### src/rtl/rv32i_pkg.sv
// Shared RV32I constants and the fetch-buffer entry type.
// Used by the fetch unit and its prefetch FIFO.
package rv32i_pkg;

    localparam int XLEN = 32;
    localparam int ILEN = 32;
    localparam logic [XLEN-1:0] PC_STEP      = 32'd4;
    localparam logic [XLEN-1:0] RESET_VECTOR = 32'h0000_0000;
    localparam logic [ILEN-1:0] NOP_INST     = 32'h0000_0013;

    typedef struct packed {
        logic [XLEN-1:0] pc;
        logic [ILEN-1:0] inst;
    } fetch_entry_t;

    // Instruction fetches are always word aligned; low two address bits are dropped.
    function automatic logic [XLEN-1:0] align_pc(input logic [XLEN-1:0] pc);
        return pc & ~(PC_STEP - 32'd1);
    endfunction

endpackage

### src/rtl/rv32i_fetch_fifo.sv
// Prefetch buffer holding {pc, inst} pairs between memory responses and decode.
// Flush empties it in one cycle and overrides any push/pop in that cycle.
module rv32i_fetch_fifo
    import rv32i_pkg::*;
#(
    parameter int DEPTH = 4
) (
    input  logic                         clk,
    input  logic                         reset,
    input  logic                         flush,
    input  logic                         push,
    input  fetch_entry_t                 push_data,
    input  logic                         pop,
    output fetch_entry_t                 head,
    output logic [$clog2(DEPTH+1)-1:0]   count,
    output logic                         full,
    output logic                         empty
);

    localparam int AW = $clog2(DEPTH);
    localparam int CW = $clog2(DEPTH + 1);

    fetch_entry_t    mem [DEPTH];
    logic [AW-1:0]   rd_ptr;
    logic [AW-1:0]   wr_ptr;
    logic [CW-1:0]   count_q;

    // DEPTH is a power of two, so the pointers wrap on their own.
    always_ff @(posedge clk or posedge reset) begin
        if (reset) begin
            rd_ptr  <= '0;
            wr_ptr  <= '0;
            count_q <= '0;
        end else if (flush) begin
            rd_ptr  <= '0;
            wr_ptr  <= '0;
            count_q <= '0;
        end else begin
            if (push) wr_ptr <= wr_ptr + AW'(1);
            if (pop)  rd_ptr <= rd_ptr + AW'(1);
            count_q <= count_q + CW'(push) - CW'(pop);
        end
    end

    always_ff @(posedge clk) begin
        if (push && !flush) mem[wr_ptr] <= push_data;
    end

    assign count = count_q;
    assign empty = (count_q == '0);
    assign full  = (count_q == CW'(DEPTH));
    assign head  = empty ? '0 : mem[rd_ptr];

endmodule

### src/rtl/rv32i_fetch_unit.sv
// Credit-based instruction fetch stage: issues word fetches, buffers responses
// tagged with their PC, and drops in-flight words after a redirect.
module rv32i_fetch_unit
    import rv32i_pkg::*;
#(
    parameter logic [31:0] RESET_PC   = RESET_VECTOR,
    parameter int          FIFO_DEPTH = 4
) (
    input  logic        clk,
    input  logic        reset,
    output logic        imem_req_valid,
    input  logic        imem_req_ready,
    output logic [31:0] imem_req_addr,
    input  logic        imem_rsp_valid,
    input  logic [31:0] imem_rsp_data,
    input  logic        redirect_valid,
    input  logic [31:0] redirect_pc,
    output logic        inst_valid,
    input  logic        inst_ready,
    output logic [31:0] inst_data,
    output logic [31:0] inst_pc
);

    localparam int CW = $clog2(FIFO_DEPTH + 1);
    localparam logic [CW:0] CREDIT_LIMIT = (CW+1)'(FIFO_DEPTH);

    logic [31:0]   fetch_pc;
    logic [31:0]   rsp_pc;
    logic [31:0]   target_pc;
    logic [CW-1:0] outstanding;
    logic [CW-1:0] outstanding_next;
    logic [CW-1:0] discard;
    logic [CW-1:0] fifo_count;
    logic [CW:0]   credit_used;
    logic          fifo_full;
    logic          fifo_empty;
    logic          req_fire;
    logic          rsp_keep;
    logic          pop;
    fetch_entry_t  push_entry;
    fetch_entry_t  head;

    // Every issued request owns a FIFO slot until its word is consumed or dropped.
    assign credit_used    = {1'b0, fifo_count} + {1'b0, outstanding};
    assign imem_req_valid = !reset && (credit_used < CREDIT_LIMIT);
    assign imem_req_addr  = fetch_pc;

    assign req_fire         = imem_req_valid && imem_req_ready;
    assign rsp_keep         = imem_rsp_valid && (discard == '0) && !redirect_valid;
    assign pop              = inst_valid && inst_ready && !redirect_valid;
    assign outstanding_next = outstanding + CW'(req_fire) - CW'(imem_rsp_valid);
    assign target_pc        = align_pc(redirect_pc);
    assign push_entry       = '{pc: rsp_pc, inst: imem_rsp_data};

    // A redirect discards everything still in flight, including a request accepted this cycle.
    always_ff @(posedge clk or posedge reset) begin
        if (reset) begin
            fetch_pc    <= RESET_PC;
            rsp_pc      <= RESET_PC;
            outstanding <= '0;
            discard     <= '0;
        end else begin
            outstanding <= outstanding_next;
            if (redirect_valid) begin
                fetch_pc <= target_pc;
                rsp_pc   <= target_pc;
                discard  <= outstanding_next;
            end else begin
                if (req_fire) fetch_pc <= fetch_pc + PC_STEP;
                if (rsp_keep) rsp_pc   <= rsp_pc + PC_STEP;
                if (imem_rsp_valid && (discard != '0)) discard <= discard - CW'(1);
            end
        end
    end

    rv32i_fetch_fifo #(
        .DEPTH(FIFO_DEPTH)
    ) u_fifo (
        .clk      (clk),
        .reset    (reset),
        .flush    (redirect_valid),
        .push     (rsp_keep),
        .push_data(push_entry),
        .pop      (pop),
        .head     (head),
        .count    (fifo_count),
        .full     (fifo_full),
        .empty    (fifo_empty)
    );

    assign inst_valid = !fifo_empty;
    assign inst_data  = head.inst;
    assign inst_pc    = head.pc;

    rsp_has_owner: assert property (@(posedge clk) disable iff (reset)
        !(imem_rsp_valid && (outstanding == '0)));

    fifo_no_overflow: assert property (@(posedge clk) disable iff (reset)
        !(fifo_full && rsp_keep && !pop));

endmodule

### config.mk
export PLATFORM = sky130hd
export DESIGN_NAME = rv32i_fetch_unit
export DESIGN_NICKNAME = d
export VERILOG_FILES = /design/src/rtl/rv32i_pkg.sv /design/src/rtl/rv32i_fetch_fifo.sv /design/src/rtl/rv32i_fetch_unit.sv
export SDC_FILE = /design/constraint.sdc
export NUM_CORES = 1
export LEC_CHECK = 0
export CORE_MARGIN = 4
export CORE_UTILIZATION = 50
export CTS_CLUSTER_DIAMETER = 30
export DETAILED_ROUTE_END_ITERATION = 6
export GPL_ROUTABILITY_DRIVEN = 0
export PLACE_DENSITY = 0.81
export SLEW_MARGIN = 20
export SYNTH_ARGS = -nofsm -noshare
export SYNTH_HDL_FRONTEND = slang
export SYNTH_HIERARCHICAL = 1
export SYNTH_SLANG_ARGS = --single-unit
### constraint.sdc
create_clock -name clk -period 3.03 [get_ports clk]
set_input_delay 0.606 -clock clk [delete_from_list [all_inputs] [get_ports clk]]
set_output_delay 0.606 -clock clk [all_outputs]
set_load 0.05 [all_outputs]
# == After elaboration in Yosys (flattened, before gate mapping) ==
# Memory sizes are Yosys's and may differ from the RTL's.
# Cells that the tools add are included.
# W data, S select, Z words.
# classes
n_addsub,10
multipliers,0
div,0
magnitude_cmp,1
n_eq_ne,0
n_shift,0
muxes,14
n_bitwise,0
n_reduce_logical,18
# ops
cell,count
$mux W32,4
$add A32 B3 Y32 const B,2
$mux W64,1
$mux W3,3
$logic_and A1 B1 Y1,8
$mux W2,4
$reduce_bool A2 Y1,4
$add A3 B1 Y3,2
$logic_not A3 Y1,2
$sub A3 B1 Y3,2
$add A2 B1 Y2 const B,2
$add A3 B3 Y4,1
$lt A4 B3 Y1 const B,1
$logic_not A1 Y1,3
$reduce_bool A3 Y1,1
$sub A3 B1 Y3 const B,1
$mux W1,2
# totals
reg_bits,77
latchBits,0
ram_bits,256
mem_bits_ro,0
inputBits,70
output_inout_bits,98
word_cells,51
mem_count,1
# memory_table
name,words,word_bits,read_ports,rd_ports_with_merged_regs,write_ports,line,rtl
u_fifo.mem,4,64,1,0,1,rv32i_fetch_fifo.sv:23,fetch_entry_t mem [DEPTH];

# == Logic depth before layout (Yosys ltp) ==
# Gate-level depths: netlist (run 1).
# logic_depth
depth_word,7
ltp_mapped,13
depth_no_buf,13

# == By module ==
# Netlist (run 1), hierarchy kept.
# by_module_without_submodules
mod,n_inst,cells_per_inst,area_each_um2,seq_area_each_um2
rv32i_fetch_fifo,1,447,10136.0,7862.5
rv32i_fetch_unit,1,361,3773.6,1651.6

# == Least setup slack after synthesis (run 1) ==
# OpenSTA, ideal clock, no wires.
# synth_timing
path_kind,reg-to-reg
startpoint,register discard[0]
endpoint,"memory u_fifo/mem[0][0] in the netlist's numbering, enable pin"
setup_ns,0.429
t_arrival_ns,2.870
required_ns,2.601
slack_ns,-0.269
path_stages_with_launch,7
n_path_buf,0
period_less_slack_ns,3.299
path_cell_list,dfrtp_1 inv_1 ha_1 nand3b_1 nor2_1 nor2b_1 and2_1
# synth_between
elab_chain_cells,6
# synth_lines
element,line,rtl
from (decl),rv32i_fetch_unit.sv:32,logic [CW-1:0] discard;
from (signal assigned),rv32i_fetch_unit.sv:67,discard <= outstanding_next;
from (signal assigned),rv32i_fetch_unit.sv:71,if (imem_rsp_valid && (discard != '0)) discard <= discard - CW'(1);
$logic_not A3 Y1,rv32i_fetch_unit.sv:49,assign rsp_keep = imem_rsp_valid && (discard == '0) && !redirect_valid;
$logic_and A1 B1 Y1 (2 in a row),rv32i_fetch_unit.sv:49,
via rsp_keep,rv32i_fetch_unit.sv:38,logic rsp_keep;
$logic_and A1 B1 Y1,rv32i_fetch_fifo.sv:46,if (push && !flush) mem[wr_ptr] <= push_data;
$mux W1,rv32i_fetch_fifo.sv:46,
$mux W1 (not written as such),rv32i_fetch_fifo.sv:46,
to (decl),rv32i_fetch_fifo.sv:23,
# The timed path passes the listed nets, and every way through them passes these cells.

# == Worst setup path in the final report (run 1) ==
# layout_timing
startpoint,register u_fifo.count_q[1] (netlist: u_fifo/count[1])
endpoint,output inst_pc[28]
# layout_between
elab_chain_cells,2
# layout_lines
element,line,rtl
from (decl),rv32i_fetch_fifo.sv:26,logic [CW-1:0] count_q;
from (signal assigned),rv32i_fetch_fifo.sv:41,count_q <= count_q + CW'(push) - CW'(pop);
$logic_not A3 Y1,rv32i_fetch_fifo.sv:50,assign empty = (count_q == '0);
$mux W64,rv32i_fetch_fifo.sv:52,assign head = empty ? '0 : mem[rd_ptr];
to (decl),rv32i_fetch_unit.sv:21,output logic [31:0] inst_pc
# No other way between the ends.

==> flow_metrics.tcl, run 1 <==
set metrics [dict create \
    status "completed" \
    boundaryPins 168 \
    die_area_um2 30500 \
    num_antenna_cells 0 \
    dr_total_vias 7889 \
    drive_gt1_frac 0.296 \
    grt_max_degree 68 \
    wire_per_inst_um 19.8 \
    clockRootBuffer "clkbuf_16" \
    final_area_um2 18100 \
    rsz0062_at_grt "false" \
    switchingPower_w 0.00487 \
    overflow 0 \
    grt_pass1_wl_um 45500 \
    critPathRequiredTime_ps 2420 \
    whs_ps 565 \
    syn_to_final_growth_pct 30.5 \
    yosys_warnings 6 \
    gr-usage-all-layers 0.188 \
    maxCapViolations 0 \
    crit_path_start_kind "flip-flop" \
    drt_iter0_drc 541 \
    fillers 1892 \
    pwr-share-seq 0.349 \
    wirelength_um 28900 \
    antenna_found_initial 0 \
    cp_max_fo 64 \
    timing.final.crit_share 0.965 \
    htreeDepth 2 \
    drtPass1Iterations 5 \
    power.density_nw_per_um2 846 \
    core_area_um2 27200 \
    multi_input_area_um2 4140 \
    setup_viol 0 \
    tightest_slew_ps 793 \
    num_rows 60 \
    avgSynthCellArea_um2 17.2 \
    grt_pass1_vias 8350 \
    finalCoreUtilization 0.667 \
    pwr-share-comb 0.246 \
    fin_nets 1130 \
    io_buffers 163 \
    fin_ws_ps 107 \
    clk-insertion-delay-late_ps 550 \
    hold_viol_final 0 \
    dpl_cell_area_um2 16200 \
    clk_pin_slew_ps 50 \
    tns_ps 0 \
    post_cts_buffers 0 \
    dp_hpwl_um 18900 \
    cts_tree "done" \
    die_w_um 175 \
    drc 0 \
    cts_sinks 329 \
    synth_area_um2 13900 \
    p_leak_nw 6.47 \
    clk_path_buf_depth 3 \
    final.min_clock_period_ps 2920 \
    slew_headroom 0.471 \
    fin_skew_ps 18.9 \
    maxSlewViolCount 0 \
    crit_type "reg2out" \
    internal_power_w 0.0105 \
    end_kind "output port" \
    start_util 0.512 \
    swShare 0.317 \
    via_per_inst 5.38 \
    worst_hold_path_type "reg2reg" \
    vdd_drop_max_mv 0.485 \
    cts_buffers 57 \
    power.share.clock 0.405 \
    cts_hold_buffers 0 \
    ant_nets 0 \
    pre_cts_ws_ps -110 \
    fmax_mhz 342 \
    regArea_um2 9520 \
    synth_cells 807 \
    die_y_um 175 \
    cp.arrival_ps 2320 \
]
## sequential cells by signal (all words and copies together), names as in the netlist
name	count
discard	3
imem_req_addr	30
outstanding	3
rsp_pc	30
u_fifo/count	3
u_fifo/mem	256
u_fifo/rd_ptr	2
u_fifo/wr_ptr	2
## metrics by stage
| stage | std cells | power (W) |
|---|---|---|
| 2_1_floorplan | 816 | 0.00803 |
| 3_3_place_gp | 1357 | 0.00919 |
| 3_5_place_dp | 1357 | 0.00925 |
| 4_1_cts | 1465 | 0.0155 |
| 5_1_grt | 1465 | 0.0159 |
| 6_report | 1465 | 0.0153 |
## layout by cell type, fill, tap and decap left out, drive strengths merged, types with 23 or more instances in the layout
cell,n
xor2,27
dfrtp,73
clkbuf,64
clkdlybuf4s50,98
mux2,40
nand2,23
buf,104
xnor2,33
mux4,64
edfxtp,256
inv,34
and2,73
## layout make-up
type,count,share of cell area
Inverter,21,0.00435
Clock buffer,64,0.0830
Tap cell,372,0.0257
Multi-Input combinational cell,433,0.228
Timing Repair Buffer,202,0.110
Sequential cell,329,0.525
Clock inverter,44,0.0237
## critical path: stages, from the launching register on
cell and delay (ps):
dfrtp_1 430, or3_2 510, buf_4 330, and2_1 270
buf_4 200
## power by group through the flow
stage	registers, W	clock network [W]	logic, W
final	0.00536	0.00622	0.00377
after CTS	0.00536	0.00633	0.00382
after global placement	0.00542	0	0.00377
after global routing	0.00539	0.00655	0.00400
after floorplan	0.00551	0	0.00252
after detailed placement	0.00544	0	0.00381
## metal layers
metal  part of all wire  wire (um)  track usage
met5                  0          0            0
met1               0.44      12800        0.268
met4              0.015        425       0.0465
met3              0.061       1780       0.0370
met2               0.48      13900        0.304
## repair_timing
item | CTS | global route
resized for setup | 0 | 1
hold endpoints to repair | 0 | 0
endpoints found under the setup margin | 0 | 11
## worst paths after layout
path,from,endpoint,slack (ps),cells past startpoint
hold / removal,rsp_pc[30]$_DFFE_PP0N_,u_fifo/mem[1][62]$_DFFE_PP_,570,0
min in group asynchronous,reset,u_fifo/count[2]$_DFF_PP0_,620,4
hold reg to reg,rsp_pc[30]$_DFFE_PP0N_,u_fifo/mem[1][62]$_DFFE_PP_,570,0
setup reg to reg,u_fifo/count[2]$_DFF_PP0_,discard[2]$_DFFE_PP0P_,250,13
setup / recovery,u_fifo/count[1]$_DFF_PP0_,inst_pc[28],110,4
max in group asynchronous,reset,rsp_pc[15]$_DFFE_PP0N_,1940,5
Power figures use the tool's default switching activity.
==> run 2: changes to the inputs <==
--- a/config.mk
+++ b/config.mk
@@ -12,3 +12,3 @@
 export GPL_ROUTABILITY_DRIVEN = 0
-export PLACE_DENSITY = 0.81
+export PLACE_DENSITY = 0.76
 export SLEW_MARGIN = 20
--- a/constraint.sdc
+++ b/constraint.sdc
@@ -3,2 +3,2 @@
 set_output_delay 0.606 -clock clk [all_outputs]
-set_load 0.05 [all_outputs]
+set_load 0.1 [all_outputs]
==> flow_metrics.tcl, run 2 (synthesis results as in run 1) <==
set metrics [dict create \
    r2r_slack_ps 260 \
    worst_hold_path_type "reg2reg" \
    overflow 0 \
    hold_path_end "discard[1]$_DFFE_PP0P_" \
    reg2reg_depth 13 \
    cts_buffers 68 \
    ant_nets 0 \
    cp.arrival_ps 2300 \
    finalPower_w 0.0191 \
    die_w_um 175 \
    clk-insertion-delay-late_ps 560 \
    crit-reg2reg-capture "discard[2]$_DFFE_PP0P_" \
    tightest_slew_ps 780 \
    timing.final.crit_share 0.960 \
    rsz0062_at_grt "false" \
    dr_total_vias 8095 \
    largest_reg_flops 256 \
    grt_pass1_vias 8863 \
    hold_start "discard[1]$_DFFE_PP0P_" \
    drc 0 \
    hold_viol_final 0 \
    drt_iter0_drc 553 \
    p_leak_nw 6.92 \
    cts_tree "done" \
    final_area_um2 19300 \
    cts_sinks 329 \
    final.min_clock_period_ps 2910 \
    power.density_nw_per_um2 988 \
    start_util 0.512 \
    end_kind "output port" \
    tns_ps 0 \
    vdd_drop_max_mv 0.601 \
    fin_nets 1144 \
    num_antenna_cells 0 \
    cts_hold_buffers 0 \
    clockRootBuffer "clkbuf_16" \
    maxSlewViolCount 0 \
    io_buffers 163 \
    drtPass1Iterations 5 \
    gr-usage-all-layers 0.206 \
    num_rows 60 \
    slew_headroom 0.480 \
    core_area_um2 27200 \
    critPathRequiredTime_ps 2420 \
    status "completed" \
    cp_max_fo 3 \
    dpl_cell_area_um2 16900 \
    die_area_um2 30500 \
    clk_path_buf_depth 3 \
    syn_to_final_growth_pct 38.8 \
    dp_hpwl_um 19300 \
    htreeDepth 3 \
    fin_skew_ps 20.9 \
    finalCoreUtilization 0.710 \
    grt_pass1_wl_um 49000 \
    hold_depth 2 \
    crit_type "reg2out" \
    setup_viol 0 \
    boundaryPins 168 \
    clk_pin_slew_ps 50 \
    crit_path_start_kind "flip-flop" \
    multi_input_area_um2 4140 \
    via_per_inst 5.45 \
    timing.rr.start "u_fifo/count[2]$_DFF_PP0_" \
    grt_max_degree 68 \
    drive_gt1_frac 0.336 \
    regArea_um2 9520 \
    die_y_um 175 \
    antenna_found_initial 0 \
    wire_per_inst_um 20.9 \
    top_register "u_fifo/mem" \
    mostFrequentLayoutCells "256 x edfxtp_1, 83 x buf_12, 71 x dfrtp_1" \
    fmax_mhz 344 \
    maxCapViolations 0 \
    wirelength_um 31100 \
    fillers 1712 \
    mostFrequentLayoutCell "edfxtp_1" \
]
## run 2: layout make-up
class / instances / area share
Clock inverter: 47 / 0.0293
Clock buffer: 79 / 0.0919
Multi-Input combinational cell: 433 / 0.215
Sequential cell: 329 / 0.494
Timing Repair Buffer: 205 / 0.142
Tap cell: 372 / 0.0241
Inverter: 21 / 0.00409
## run 2: worst max-delay path, cell delays in order, from the launching register on
cell and delay, ps:
dfrtp_1 420, ha_1 310, or4_4 520, buf_4 160, nor2_2 140, buf_12 190
## run 2: layer usage
metal	wire, um	global-route usage	vias to the layer above
met3	2090	0.0493	64
met2	15600	0.347	331
met1	12600	0.267	4084
met5	0	0	-
met4	772	0.0687	0
li1	-	-	3616
## run 2: worst max-delay path by stage
stage          slack, ps  cells after the start                            end                          from
6_report             120                      5                 imem_req_valid     u_fifo/count[2]$_DFF_PP0_
5_1_grt               50                      4                   inst_data[2]  u_fifo/rd_ptr[0]$_DFFE_PP0P_
4_1_cts                8                      4                    inst_pc[29]     u_fifo/count[1]$_DFF_PP0_
3_5_place_dp         -80                     13         discard[2]$_DFFE_PP0P_                         reset
3_3_place_gp         -30                      7  imem_req_addr[22]$_DFFE_PP0N_                         reset
2_1_floorplan         90                     12      u_fifo/count[2]$_DFF_PP0_     u_fifo/count[1]$_DFF_PP0_
## run 2: what timing repair did
action	CTS	global route
endpoints found under the setup margin	49	22
setup buffers	3	0
resized for setup	0	2
hold endpoints to repair	0	0
## run 2: through the flow
| stage | hold WS (ps) | worst slack (ps) | cells |
|---|---|---|---|
| final | 565 | 122 | 1486 |
| after global routing | 597 | 47.3 | 1486 |
| after CTS | 574 | 8.47 | 1486 |
| after detailed placement | 559 | -81.0 | 1357 |
| after global placement | 535 | -27.8 | 1357 |
| after floorplan | 409 | 86.4 | 816 |
## run 2: power breakdown
group / switching (W) / internal, W / total (W)
clock: 0.00247 / 0.00495 / 0.00743
combinational: 0.00408 / 0.00219 / 0.00628
sequential: 0.000256 / 0.00511 / 0.00537
